### config.mk
export PLATFORM = sky130hd
export DESIGN_NAME = control_sequencer
export DESIGN_NICKNAME = d
export VERILOG_FILES = /design/src/rtl/control_sequencer_pkg.sv /design/src/rtl/opcode_decoder.sv /design/src/rtl/control_sequencer.sv
export SDC_FILE = /design/constraint.sdc
export NUM_CORES = 1
export LEC_CHECK = 0
export CAP_MARGIN = 20
export CORE_UTILIZATION = 24
export DETAILED_ROUTE_END_ITERATION = 10
export PLACE_DENSITY_LB_ADDON = 0.05
export SYNTH_ARGS = -nofsm -noshare
export SYNTH_HDL_FRONTEND = slang
export SYNTH_SLANG_ARGS = --single-unit
### constraint.sdc
create_clock -name clock -period 2.2 [get_ports clock]
set_input_delay 0.44 -clock clock [delete_from_list [all_inputs] [get_ports clock]]
set_output_delay 0.44 -clock clock [all_outputs]
set_load 0.05 [all_outputs]
### src/rtl/control_sequencer_pkg.sv
// control_sequencer_pkg: shared definitions for the instruction control sequencer.
//   - state_e      : sequencer states (IDLE, T0..T6)
//   - Op*          : 5-bit opcode constants
//   - Alu*         : alu_op encodings driven to the datapath ALU
//   - *Msb/*Lsb    : bit positions of the opcode, ra, rb and rc fields inside IR
// Configuration macro: MULDIV_EN. When defined, MUL/DIV are sequenced; otherwise they are
// illegal opcodes and the T6 step plus LOin/HIin/Zhighout are tied off.
package control_sequencer_pkg;

  typedef enum logic [2:0] {
    StIdle,
    StT0,
    StT1,
    StT2,
    StT3,
    StT4,
    StT5,
    StT6
  } state_e;

  // Opcodes
  localparam logic [4:0] OpAdd = 5'b00000;
  localparam logic [4:0] OpSub = 5'b00001;
  localparam logic [4:0] OpAnd = 5'b00010;
  localparam logic [4:0] OpOr  = 5'b00011;
  localparam logic [4:0] OpMul = 5'b01110;
  localparam logic [4:0] OpDiv = 5'b01111;

  // ALU operation encodings
  localparam int unsigned AluOpW = 4;
  localparam logic [AluOpW-1:0] AluAdd = 4'd0;
  localparam logic [AluOpW-1:0] AluSub = 4'd1;
  localparam logic [AluOpW-1:0] AluAnd = 4'd2;
  localparam logic [AluOpW-1:0] AluOr  = 4'd3;
  localparam logic [AluOpW-1:0] AluMul = 4'd4;
  localparam logic [AluOpW-1:0] AluDiv = 4'd5;

  // IR field positions
  localparam int unsigned IrW       = 32;
  localparam int unsigned OpcodeMsb = 31;
  localparam int unsigned OpcodeLsb = 27;
  localparam int unsigned RaMsb     = 26;
  localparam int unsigned RaLsb     = 23;
  localparam int unsigned RbMsb     = 22;
  localparam int unsigned RbLsb     = 19;
  localparam int unsigned RcMsb     = 18;
  localparam int unsigned RcLsb     = 15;

  // Build-time switch for the multiply/divide sequence.
`ifdef MULDIV_EN
  localparam bit MulDivEn = 1'b1;
`else
  localparam bit MulDivEn = 1'b0;
`endif

  function automatic logic [4:0] ir_opcode(logic [IrW-1:0] ir_word);
    return ir_word[OpcodeMsb:OpcodeLsb];
  endfunction

endpackage

### src/rtl/opcode_decoder.sv
// opcode_decoder: maps an instruction opcode to its ALU operation and class.
// Ports:
//   opcode_i    in  5  instruction opcode (IR[31:27])
//   alu_op_o    out 4  ALU operation for the execute step (AluAdd when not an ALU op)
//   legal_o     out 1  opcode is supported in this build
//   is_muldiv_o out 1  opcode uses the two-step LO/HI writeback sequence
// Configuration macro: MULDIV_EN (via control_sequencer_pkg::MulDivEn). Without it MUL/DIV
// decode as illegal and is_muldiv_o is never set.
module opcode_decoder
  import control_sequencer_pkg::*;
(
  input  logic [4:0]        opcode_i,
  output logic [AluOpW-1:0] alu_op_o,
  output logic              legal_o,
  output logic              is_muldiv_o
);

  always_comb begin
    alu_op_o    = AluAdd;
    legal_o     = 1'b0;
    is_muldiv_o = 1'b0;
    case (opcode_i)
      OpAdd: begin
        alu_op_o = AluAdd;
        legal_o  = 1'b1;
      end
      OpSub: begin
        alu_op_o = AluSub;
        legal_o  = 1'b1;
      end
      OpAnd: begin
        alu_op_o = AluAnd;
        legal_o  = 1'b1;
      end
      OpOr: begin
        alu_op_o = AluOr;
        legal_o  = 1'b1;
      end
      OpMul: begin
        alu_op_o    = AluMul;
        legal_o     = MulDivEn;
        is_muldiv_o = MulDivEn;
      end
      OpDiv: begin
        alu_op_o    = AluDiv;
        legal_o     = MulDivEn;
        is_muldiv_o = MulDivEn;
      end
      default: begin
        alu_op_o    = AluAdd;
        legal_o     = 1'b0;
        is_muldiv_o = 1'b0;
      end
    endcase
  end

endmodule

### src/rtl/control_sequencer.sv
// control_sequencer: Moore FSM that steps the datapath through fetch (T0..T2) and execute
// (T3..T6) for one instruction per accepted start.
// Ports:
//   clock, clear                 in   rising-edge clock, synchronous active-high reset
//   start                        in   begin one instruction cycle (only honoured in IDLE)
//   mem_ready                    in   memory read data valid (only looked at in T1)
//   ir[31:0]                     in   IR contents from the datapath
//   PCout Zlowout Zhighout MDRout out  bus drive enables
//   MARin PCin MDRin IRin Yin Zin LOin HIin  out  register load enables
//   IncPC Read                   out  PC increment, memory read
//   Gra Grb Grc Rin Rout         out  register-file select and strobes
//   alu_op[3:0]                  out  ALU operation, non-zero only in T4
//   busy done illegal            out  not-idle, completion pulse, sticky bad-opcode flag
// Configuration macro: MULDIV_EN (via control_sequencer_pkg::MulDivEn) enables MUL/DIV and the
// T6 step; without it T6, LOin, HIin and Zhighout are held at 0.
module control_sequencer
  import control_sequencer_pkg::*;
(
  input  logic              clock,
  input  logic              clear,
  input  logic              start,
  input  logic              mem_ready,
  input  logic [IrW-1:0]    ir,
  output logic              PCout,
  output logic              Zlowout,
  output logic              Zhighout,
  output logic              MDRout,
  output logic              MARin,
  output logic              PCin,
  output logic              MDRin,
  output logic              IRin,
  output logic              Yin,
  output logic              Zin,
  output logic              LOin,
  output logic              HIin,
  output logic              IncPC,
  output logic              Read,
  output logic              Gra,
  output logic              Grb,
  output logic              Grc,
  output logic              Rin,
  output logic              Rout,
  output logic [AluOpW-1:0] alu_op,
  output logic              busy,
  output logic              done,
  output logic              illegal
);

  state_e              state_q;
  logic                illegal_q;
  logic [4:0]          opcode;
  logic [AluOpW-1:0]   dec_alu_op;
  logic                dec_legal;
  logic                dec_is_muldiv;

  assign opcode = ir_opcode(ir);

  // Register selection itself happens in the datapath from the ra/rb/rc fields; the sequencer
  // only needs the opcode.
  logic unused_ir;
  assign unused_ir = ^{ir[RaMsb:RaLsb], ir[RbMsb:RbLsb], ir[RcMsb:RcLsb], ir[RcLsb-1:0]};

  opcode_decoder u_opcode_decoder (
    .opcode_i    (opcode),
    .alu_op_o    (dec_alu_op),
    .legal_o     (dec_legal),
    .is_muldiv_o (dec_is_muldiv)
  );

  // State and sticky flag. clear has priority over everything, including a coincident start.
  always_ff @(posedge clock) begin
    if (clear) begin
      state_q   <= StIdle;
      illegal_q <= 1'b0;
    end else begin
      case (state_q)
        StIdle: begin
          if (start) begin
            state_q   <= StT0;
            illegal_q <= 1'b0;
          end
        end
        StT0: state_q <= StT1;
        StT1: begin
          if (mem_ready) begin
            state_q <= StT2;
          end
        end
        StT2: state_q <= StT3;
        StT3: begin
          if (!dec_legal) begin
            state_q   <= StIdle;
            illegal_q <= 1'b1;
          end else begin
            state_q <= StT4;
          end
        end
        StT4: state_q <= StT5;
        StT5: state_q <= (MulDivEn && dec_is_muldiv) ? StT6 : StIdle;
        StT6: state_q <= StIdle;
        default: state_q <= StIdle;
      endcase
    end
  end

  // Output decode from the registered state and IR. PCin is the only term that also looks at
  // mem_ready: the PC is reloaded on the single T1 cycle that leaves for T2.
  always_comb begin
    PCout    = 1'b0;
    Zlowout  = 1'b0;
    Zhighout = 1'b0;
    MDRout   = 1'b0;
    MARin    = 1'b0;
    PCin     = 1'b0;
    MDRin    = 1'b0;
    IRin     = 1'b0;
    Yin      = 1'b0;
    Zin      = 1'b0;
    LOin     = 1'b0;
    HIin     = 1'b0;
    IncPC    = 1'b0;
    Read     = 1'b0;
    Gra      = 1'b0;
    Grb      = 1'b0;
    Grc      = 1'b0;
    Rin      = 1'b0;
    Rout     = 1'b0;
    alu_op   = AluAdd;
    done     = 1'b0;
    busy     = (state_q != StIdle);
    illegal  = illegal_q;
    case (state_q)
      StIdle: ;
      StT0: begin
        PCout = 1'b1;
        MARin = 1'b1;
        IncPC = 1'b1;
        Zin   = 1'b1;
      end
      StT1: begin
        Zlowout = 1'b1;
        Read    = 1'b1;
        MDRin   = 1'b1;
        PCin    = mem_ready;
      end
      StT2: begin
        MDRout = 1'b1;
        IRin   = 1'b1;
      end
      StT3: begin
        if (!dec_legal) begin
          done = 1'b1;
        end else if (dec_is_muldiv) begin
          // MUL/DIV take the first operand from ra.
          Gra  = 1'b1;
          Rout = 1'b1;
          Yin  = 1'b1;
        end else begin
          Grb  = 1'b1;
          Rout = 1'b1;
          Yin  = 1'b1;
        end
      end
      StT4: begin
        Grb    = dec_is_muldiv;
        Grc    = !dec_is_muldiv;
        Rout   = 1'b1;
        Zin    = 1'b1;
        alu_op = dec_alu_op;
      end
      StT5: begin
        Zlowout = 1'b1;
        if (dec_is_muldiv) begin
          LOin = MulDivEn;
        end else begin
          Gra  = 1'b1;
          Rin  = 1'b1;
          done = 1'b1;
        end
      end
      StT6: begin
        Zhighout = MulDivEn;
        HIin     = MulDivEn;
        done     = MulDivEn;
      end
      default: ;
    endcase
  end

endmodule

==> key figures, run 1 <==
Status
  – Result of the run: complete, but fails checks
  – Violated checks: DRC

Floorplan
  – Die extent in y: 43.5 um
  – Die area: 1890 um2
  – Total core area: 1560 um2
  – Width of the die: 43.5 um
  – Effective utilization at floorplan: 26.5%
  – # rows: 14
  – Number of top-level pins: 62

Finish
  – Final design utilization: 54.2%
  – Multi-input logic area: 263 um2
  – Area taken by flip-flops and latches: 80.1 um2
  – Area grow syn2layout: 105%
  – Post-layout nets: 120
  – # fillers: 150
  – Final antenna diode count: 0
  – Ratio of cells with drive above 1 in the final layout: 43.9%

Logic synthesis
  – Synthesis-stage register bit count: 4
  – Leading cell types by total area after synthesis: sky130_fd_sc_hd__dfxtp_1 19%, sky130_fd_sc_hd__buf_4 18%, sky130_fd_sc_hd__nor4b_4 5.8%
  – Unique cell type count in the Yosys netlist: 25
  – Largest area contributor in the synthesized netlist: sky130_fd_sc_hd__dfxtp_1
  – Area of the mapped netlist: 413 um2
  – Area fraction of the dominant cell type after synthesis: 19.4%
  – Post-Syn Instances: 55
  – Synth warnings: 0
  – Mapped Avg Cell Area: 7.51 um2
  – Post-synthesis sequential area ratio: 19.4%

STA
  – Number of pins with negative max-slew slack in the final report: 0
  – Maximum clock frequency: 0.504 GHz
  – Post-route clock period utilization: 90.1%
  – Final setup violation count: 0
  – Final setup skew: 0.00480 ns
  – RSZ-0062 raised after global routing: false
  – Total negative setup slack: 0 ns
  – Final count of hold timing violations: 0
  – Period minus WS final: 1.98 ns

Routing
  – Violation count after the first detailed-routing iteration: 14
  – Mean number of vias per cell: 4.34
  – Number of remaining DRC errors: 6
  – Detail Route Antenna Nets: 0
  – Count of TritonRoute iterations in the first routing pass: 8
  – Total Wirelength: 988 um
  – Routed length per instance: 10.1 um
  – Vias: 425

Setup path
  – Worst endpoint required time: 1.76 ns
  – Cell type of the slowest stage on the worst timing path: sky130_fd_sc_hd__dfxtp_1
  – Kind of start point of the critical path: register
  – Critical path capture point type: primary output
  – Launch instance of the worst register-to-register path: state_q[2]
  – Largest stage delay on the critical path: 0.53 ns
  – Endpoint of the lowest-slack register-to-register path: state_q[0]
  – Kind of critical path: reg2out
  – Worst path cell trace: nand3b_1 -> inv_1 -> or2_2 -> buf_12
  – Worst-case register-to-register setup slack: 1.01 ns
  – CP Max Fanout: 10
  – Signal arrival time at the worst endpoint: 1.54 ns
  – Worst-case reg-to-reg path depth: 4
  – Critical path endpoint: Rout
  – Worst setup path startpoint: state_q[1]

CTS
  – Number of clock sinks: 4
  – Root buffer selected by CTS: sky130_fd_sc_hd__clkbuf_4
  – Buffers inserted by post-CTS timing repair: 0
  – Clock tree from TritonCTS: built
  – Maximum buffer depth of the clock tree: 2
  – Clock slew at the register clock pins of the worst setup and hold paths: 0.04 ns
  – Clock latency of the later-clocked register in the worst-skew pair: 0.24 ns
  – Maximum level of the CTS H-tree: 1
  – Total CTS buffers: 3
  – Number of buffers inserted for hold repair after clock tree synthesis: 0

Placement
  – I/O Buffers: 30
  – Final weighted congestion in routability-driven placement: 0.725
  – Post-detail-place hpwl: 819 um

GRT
  – Vias in the first global route: 350
  – Wire length of the first global-routing pass: 1550 um
  – Gr usage total: 10.8%
  – Initial antenna violation count: 0
  – Largest net degree at the start of global routing: 11
  – Grt total ovfl: 0

Worst hold path
  – Kind of path behind the tightest hold check: reg2reg

Job
  – Count of max-cap constraint violations: 0

Pwr
  – Leak pwr: 0.000406 uW
  – Power Density: 443 nW/um2
  – Maximum vdd drop: 0.314 mV
[layer usage]
layer / GRT usage, % / share of wire (%)
met1: 15.4 / 47
met2: 15.5 / 46
met3: 1.67 / 4.8
met4: 5.63 / 1.4
met5: 0 / 0
[placed cells by master, fill, tap and decap left out, drive strengths merged]
cell type | synthesis | layout
nand3b | 1 | 1
nand3 | 1 | 1
nor3 | 4 | 4
a2111oi | 1 | 1
a22oi | 1 | 1
and3 | 2 | 2
nand2b | 3 | 3
dlymetal6s2s | 0 | 3
o21ba | 1 | 1
nor3b | 1 | 1
nor4b | 1 | 1
a211oi | 1 | 1
nor2b | 3 | 3
and2 | 2 | 2
or2 | 1 | 1
o21ai | 1 | 1
clkdlybuf4s50 | 0 | 6
a21oi | 1 | 1
clkbuf | 0 | 3
xor2 | 1 | 1
conb | 1 | 4
o21a | 1 | 1
or3 | 1 | 1
dfxtp | 4 | 4
inv | 3 | 3
buf | 13 | 25
nor2 | 6 | 6
[synth_stat cells]
master / count
sky130_fd_sc_hd__nand2b_1: 3
sky130_fd_sc_hd__xor2_1: 1
sky130_fd_sc_hd__or2_2: 1
sky130_fd_sc_hd__and2_1: 2
sky130_fd_sc_hd__a21oi_1: 1
sky130_fd_sc_hd__and3_1: 2
sky130_fd_sc_hd__nor2_1: 6
sky130_fd_sc_hd__buf_2: 3
sky130_fd_sc_hd__a2111oi_2: 1
sky130_fd_sc_hd__buf_4: 10
sky130_fd_sc_hd__a22oi_1: 1
sky130_fd_sc_hd__nand3b_1: 1
sky130_fd_sc_hd__nor2b_1: 3
sky130_fd_sc_hd__nor3_1: 4
sky130_fd_sc_hd__or3_1: 1
sky130_fd_sc_hd__nor3b_1: 1
sky130_fd_sc_hd__nand3_1: 1
sky130_fd_sc_hd__o21ai_0: 1
sky130_fd_sc_hd__o21a_1: 1
sky130_fd_sc_hd__dfxtp_1: 4
sky130_fd_sc_hd__nor4b_4: 1
sky130_fd_sc_hd__conb_1: 1
sky130_fd_sc_hd__a211oi_1: 1
sky130_fd_sc_hd__inv_1: 3
sky130_fd_sc_hd__o21ba_2: 1
[power breakdown]
part           internal [uW]  switching, uW
sequential              77.2           10.1
clock                   61.0           30.1
combinational           76.8            119
[through the flow]
stage / hold WS [ns] / instance area, um2 / instances / setup WS (ns) / power, uW
final: 0.493 / 845 / 98 / 0.218 / 375
after global placement: 0.482 / 810 / 95 / -0.0307 / 286
after detailed placement: 0.490 / 810 / 95 / -0.0164 / 286
after CTS: 0.503 / 837 / 98 / 0.0335 / 382
after floorplan: 0.512 / 439 / 58 / 0.00373 / 221
after global routing: 0.531 / 845 / 98 / 0.138 / 397
[area by class of cell]
| cell class | count | share of cell area [%] |
|---|---|---|
| clock buffers | 3 | 2.67 |
| inverters | 3 | 1.33 |
| multi-input cells | 38 | 31.1 |
| flip-flops and latches | 4 | 9.48 |
| well taps | 16 | 2.37 |
| repair buffers | 34 | 53.0 |
[timing repair]
action | in CTS | in global routing
resized for setup | 1 | 3
setup endpoints to repair | 1 | 3
gates cloned | 0 | 0
[kinds of logic after synthesis]
logic type | after synthesis | synth area share, %
simple gates | 26 | 39.1
buf+inv | 16 | 24.5
compound gates | 7 | 13.9
flops | 4 | 19.4
xor+xnor | 1 | 2.12
other cells | 1 | 0.908
[state kept, by name, summed over array words and instances (netlist names)]
name	count
state_q	3
illegal	1
[critical path, delay by kind of cell (launching register included)]
family	cells	cell delay [ns]
flops	1	0.53
simple gates	2	0.53
buf+inv	2	0.25
[worst min-delay path by stage]
stage,start,end,cells past startpoint,slack (ns)
5_1_grt,illegal,illegal,1,0.53
4_1_cts,illegal,illegal,1,0.50
6_report,illegal,illegal,1,0.49
2_1_floorplan,clear,state_q[2],1,0.51
3_5_place_dp,illegal,illegal,1,0.49
3_3_place_gp,illegal,illegal,1,0.48
Power figures use the tool's default switching activity.
==> run 2: changes to the inputs <==
--- a/config.mk
+++ b/config.mk
@@ -12,3 +12,4 @@
 export SYNTH_ARGS = -nofsm -noshare
 export SYNTH_HDL_FRONTEND = slang
 export SYNTH_SLANG_ARGS = --single-unit
+export TNS_END_PERCENT = 30
==> run 2 against run 1 <==
  * The flow still finishes with violations (DRC)
  * Via count up 1.2%
  * Global-route usage up 1.4 points
  * Sequential power about the same
  * First-iteration DRC count is 29% lower
  * Clock power shrank 5.7%
  * Count of clock-buffer cells in the layout stayed put
  * Die area stayed put
  * Register-to-register slack about the same
  * Critical endpoint unchanged
  * Largest cell class unchanged
==> key figures, run 2 (synthesis results as in run 1) <==
Status
  – Result of the run: complete, but fails checks
  – Violated checks: DRC

Floorplan
  – Die extent in y: 43.5 um (unchanged)
  – Number of top-level pins: 62 (unchanged)
  – Width of the die: 43.5 um (unchanged)
  – Effective utilization at floorplan: 26.5% (unchanged)
  – # rows: 14 (unchanged)
  – Total core area: 1560 um2 (unchanged)
  – Die area: 1890 um2 (unchanged)

Routing
  – Routed length per instance: 10.1 um (+0.61%)
  – Number of remaining DRC errors: 6 (unchanged)
  – Count of TritonRoute iterations in the first routing pass: 7 (-1)
  – Vias: 430 (+1.2%)
  – Violation count after the first detailed-routing iteration: 10 (-4)
  – Mean number of vias per cell: 4.39 (+1.2%)
  – Detail Route Antenna Nets: 0 (unchanged)
  – Total Wirelength: 994 um (+0.61%)

Setup path
  – Cell type of the slowest stage on the worst timing path: sky130_fd_sc_hd__dfxtp_1
  – Kind of start point of the critical path: register
  – Largest stage delay on the critical path: 0.52 ns (about the same)
  – Critical path endpoint: Rout
  – Worst path cell trace: nand3b_1 -> inv_1 -> or2_2 -> buf_12
  – Worst setup path startpoint: state_q[1]
  – Critical path capture point type: primary output
  – Signal arrival time at the worst endpoint: 1.50 ns (-0.04 ns)
  – CP Max Fanout: 10 (unchanged)
  – Endpoint of the lowest-slack register-to-register path: state_q[0]
  – Worst endpoint required time: 1.76 ns (about the same)
  – Worst-case register-to-register setup slack: 1.00 ns (about the same)
  – Kind of critical path: reg2out
  – Worst-case reg-to-reg path depth: 4 (unchanged)
  – Launch instance of the worst register-to-register path: state_q[2]

STA
  – Final setup violation count: 0 (unchanged)
  – Final setup skew: 0.000785 ns (-0.00402 ns)
  – RSZ-0062 raised after global routing: false
  – Worst setup slack after layout: 0.257 ns (+0.0393 ns)
  – Post-route clock period utilization: 88.3% (-1.8 points)
  – Final Hold Slack: 0.496 ns (+0.00298 ns)
  – Maximum clock frequency: 0.515 GHz (+2.0%)
  – Number of pins with negative max-slew slack in the final report: 0 (unchanged)
  – Final count of hold timing violations: 0 (unchanged)
  – Total negative setup slack: 0 ns (unchanged)
  – Period minus WS final: 1.94 ns (-0.0393 ns)

GRT
  – Initial antenna violation count: 0 (unchanged)
  – Largest net degree at the start of global routing: 11 (unchanged)
  – Grt total ovfl: 0 (unchanged)
  – Wire length of the first global-routing pass: 1640 um (+6.3%)
  – Gr usage total: 12.2% (+1.4 points)
  – Vias in the first global route: 377 (+7.7%)

Finish
  – Area grow syn2layout: 100%
  – Leading cell types in the layout, fill and taps excluded: 13 x sky130_fd_sc_hd__buf_4, 12 x sky130_fd_sc_hd__buf_12, 6 x sky130_fd_sc_hd__nor2_1, 6 x sky130_fd_sc_hd__clkdlybuf4s50_1
  – Summed area of non-filler cells in the final layout: 827 um2 (-2.1%)
  – Register with the most flip-flops: state_q
  – Post-layout nets: 120 (unchanged)
  – Ratio of cells with drive above 1 in the final layout: 43.9% (unchanged)
  – Largest register FFs: 3 (unchanged)
  – Most common library cell in the layout ignoring fill and taps: sky130_fd_sc_hd__buf_4
  – Final antenna diode count: 0 (unchanged)

Pwr
  – Leak pwr: 0.000401 uW (-1.1%)
  – Power Density: 444 nW/um2 (+0.19%)
  – Maximum vdd drop: 0.304 mV (-3.3%)

CTS
  – Maximum buffer depth of the clock tree: 2 (unchanged)
  – Number of clock sinks: 4 (unchanged)
  – Total CTS buffers: 3 (unchanged)
  – Clock tree from TritonCTS: built
  – Clock slew at the register clock pins of the worst setup and hold paths: 0.03 ns (about the same)
  – Clock latency of the later-clocked register in the worst-skew pair: 0.23 ns (about the same)
  – Maximum level of the CTS H-tree: 1 (unchanged)
  – Root buffer selected by CTS: sky130_fd_sc_hd__clkbuf_4

Job
  – Count of max-cap constraint violations: 0 (unchanged)

Placement
  – Post-detail-place hpwl: 825 um (+0.77%)
  – Post-place setup slack: 0.00133 ns (+0.0178 ns)
  – Final weighted congestion in routability-driven placement: 0.697 (-3.9%)
  – Placement-stage cell area: 792 um2 (-2.2%)
  – I/O Buffers: 30 (unchanged)

Worst hold path
  – Kind of path behind the tightest hold check: reg2reg
-- run 2: changes by cell type in the layout (fill, tap and decap cells not counted) --
cell	before	now
sky130_fd_sc_hd__buf_12	13	12
sky130_fd_sc_hd__buf_4	12	13
sky130_fd_sc_hd__nor2b_2	1	2
sky130_fd_sc_hd__nor2b_4	1	0
-- run 2: worst min-delay path by stage --
stage,startpoint,end,slack [ns],cells after the start
3_5_place_dp,illegal,illegal,0.49,1
6_report,illegal,illegal,0.50,1
2_1_floorplan,clear,state_q[2],0.51,1
5_1_grt,illegal,illegal,0.54,1
3_3_place_gp,illegal,illegal,0.48,1
4_1_cts,illegal,illegal,0.51,1
-- run 2: per-layer routing --
layer  global-route usage (%)  up-vias  part of all wire [%]
met5                        0        -                     0
met3                     3.33        2                   5.2
li1                         -      225                     -
met2                     15.5       14                    45
met4                     11.3        0                  0.80
met1                     16.2      189                    49
-- run 2: through the flow --
stage | util [%] | total power (uW) | cells
2_1_floorplan | - | 220 | 58
3_3_place_gp | 50.8 | 284 | 95
3_5_place_dp | 50.8 | 283 | 95
4_1_cts | 52.6 | 375 | 98
5_1_grt | 53.0 | 391 | 98
6_report | 53.0 | 367 | 98
-- run 2: cell type report --
cell class | count | area (um2)
clock buffer | 3 | 22.5
fill | 149 | 732
inverter | 3 | 11.3
multi-input combinational | 38 | 258
sequential | 4 | 80.1
tap | 16 | 20.0
timing repair buffer | 34 | 435
-- run 2: where the power goes --
part / internal (uW) / switching, uW
Clock: 60.7 / 25.2
Sequential: 77.3 / 10.0
Combinational: 75.1 / 119
-- run 2: worst max-delay path, delay by kind of cell (launching register included) --
| family | cells | cell delay [ns] |
|---|---|---|
| buffers and inverters | 2 | 0.22 |
| AND/OR/NAND/NOR | 2 | 0.53 |
| flip-flops | 1 | 0.52 |
-- run 2: what timing repair did --
item | in CTS | in global routing
hold buffers | 0 | 0
resized for setup | 1 | 3
buffers inserted | 0 | 0
pin swaps | 0 | 0
endpoints found under the setup margin | 1 | 3
==> run 3: changes to the inputs <==
--- a/config.mk
+++ b/config.mk
@@ -5,6 +5,7 @@
 export SDC_FILE = /design/constraint.sdc
 export NUM_CORES = 1
 export LEC_CHECK = 0
+export ABC_CLOCK_PERIOD_IN_PS = 2200
 export CAP_MARGIN = 20
 export CORE_UTILIZATION = 24
 export DETAILED_ROUTE_END_ITERATION = 10
==> results of run 3 <==
No change in the layout: final DEF, timing and power equal those of run 2.
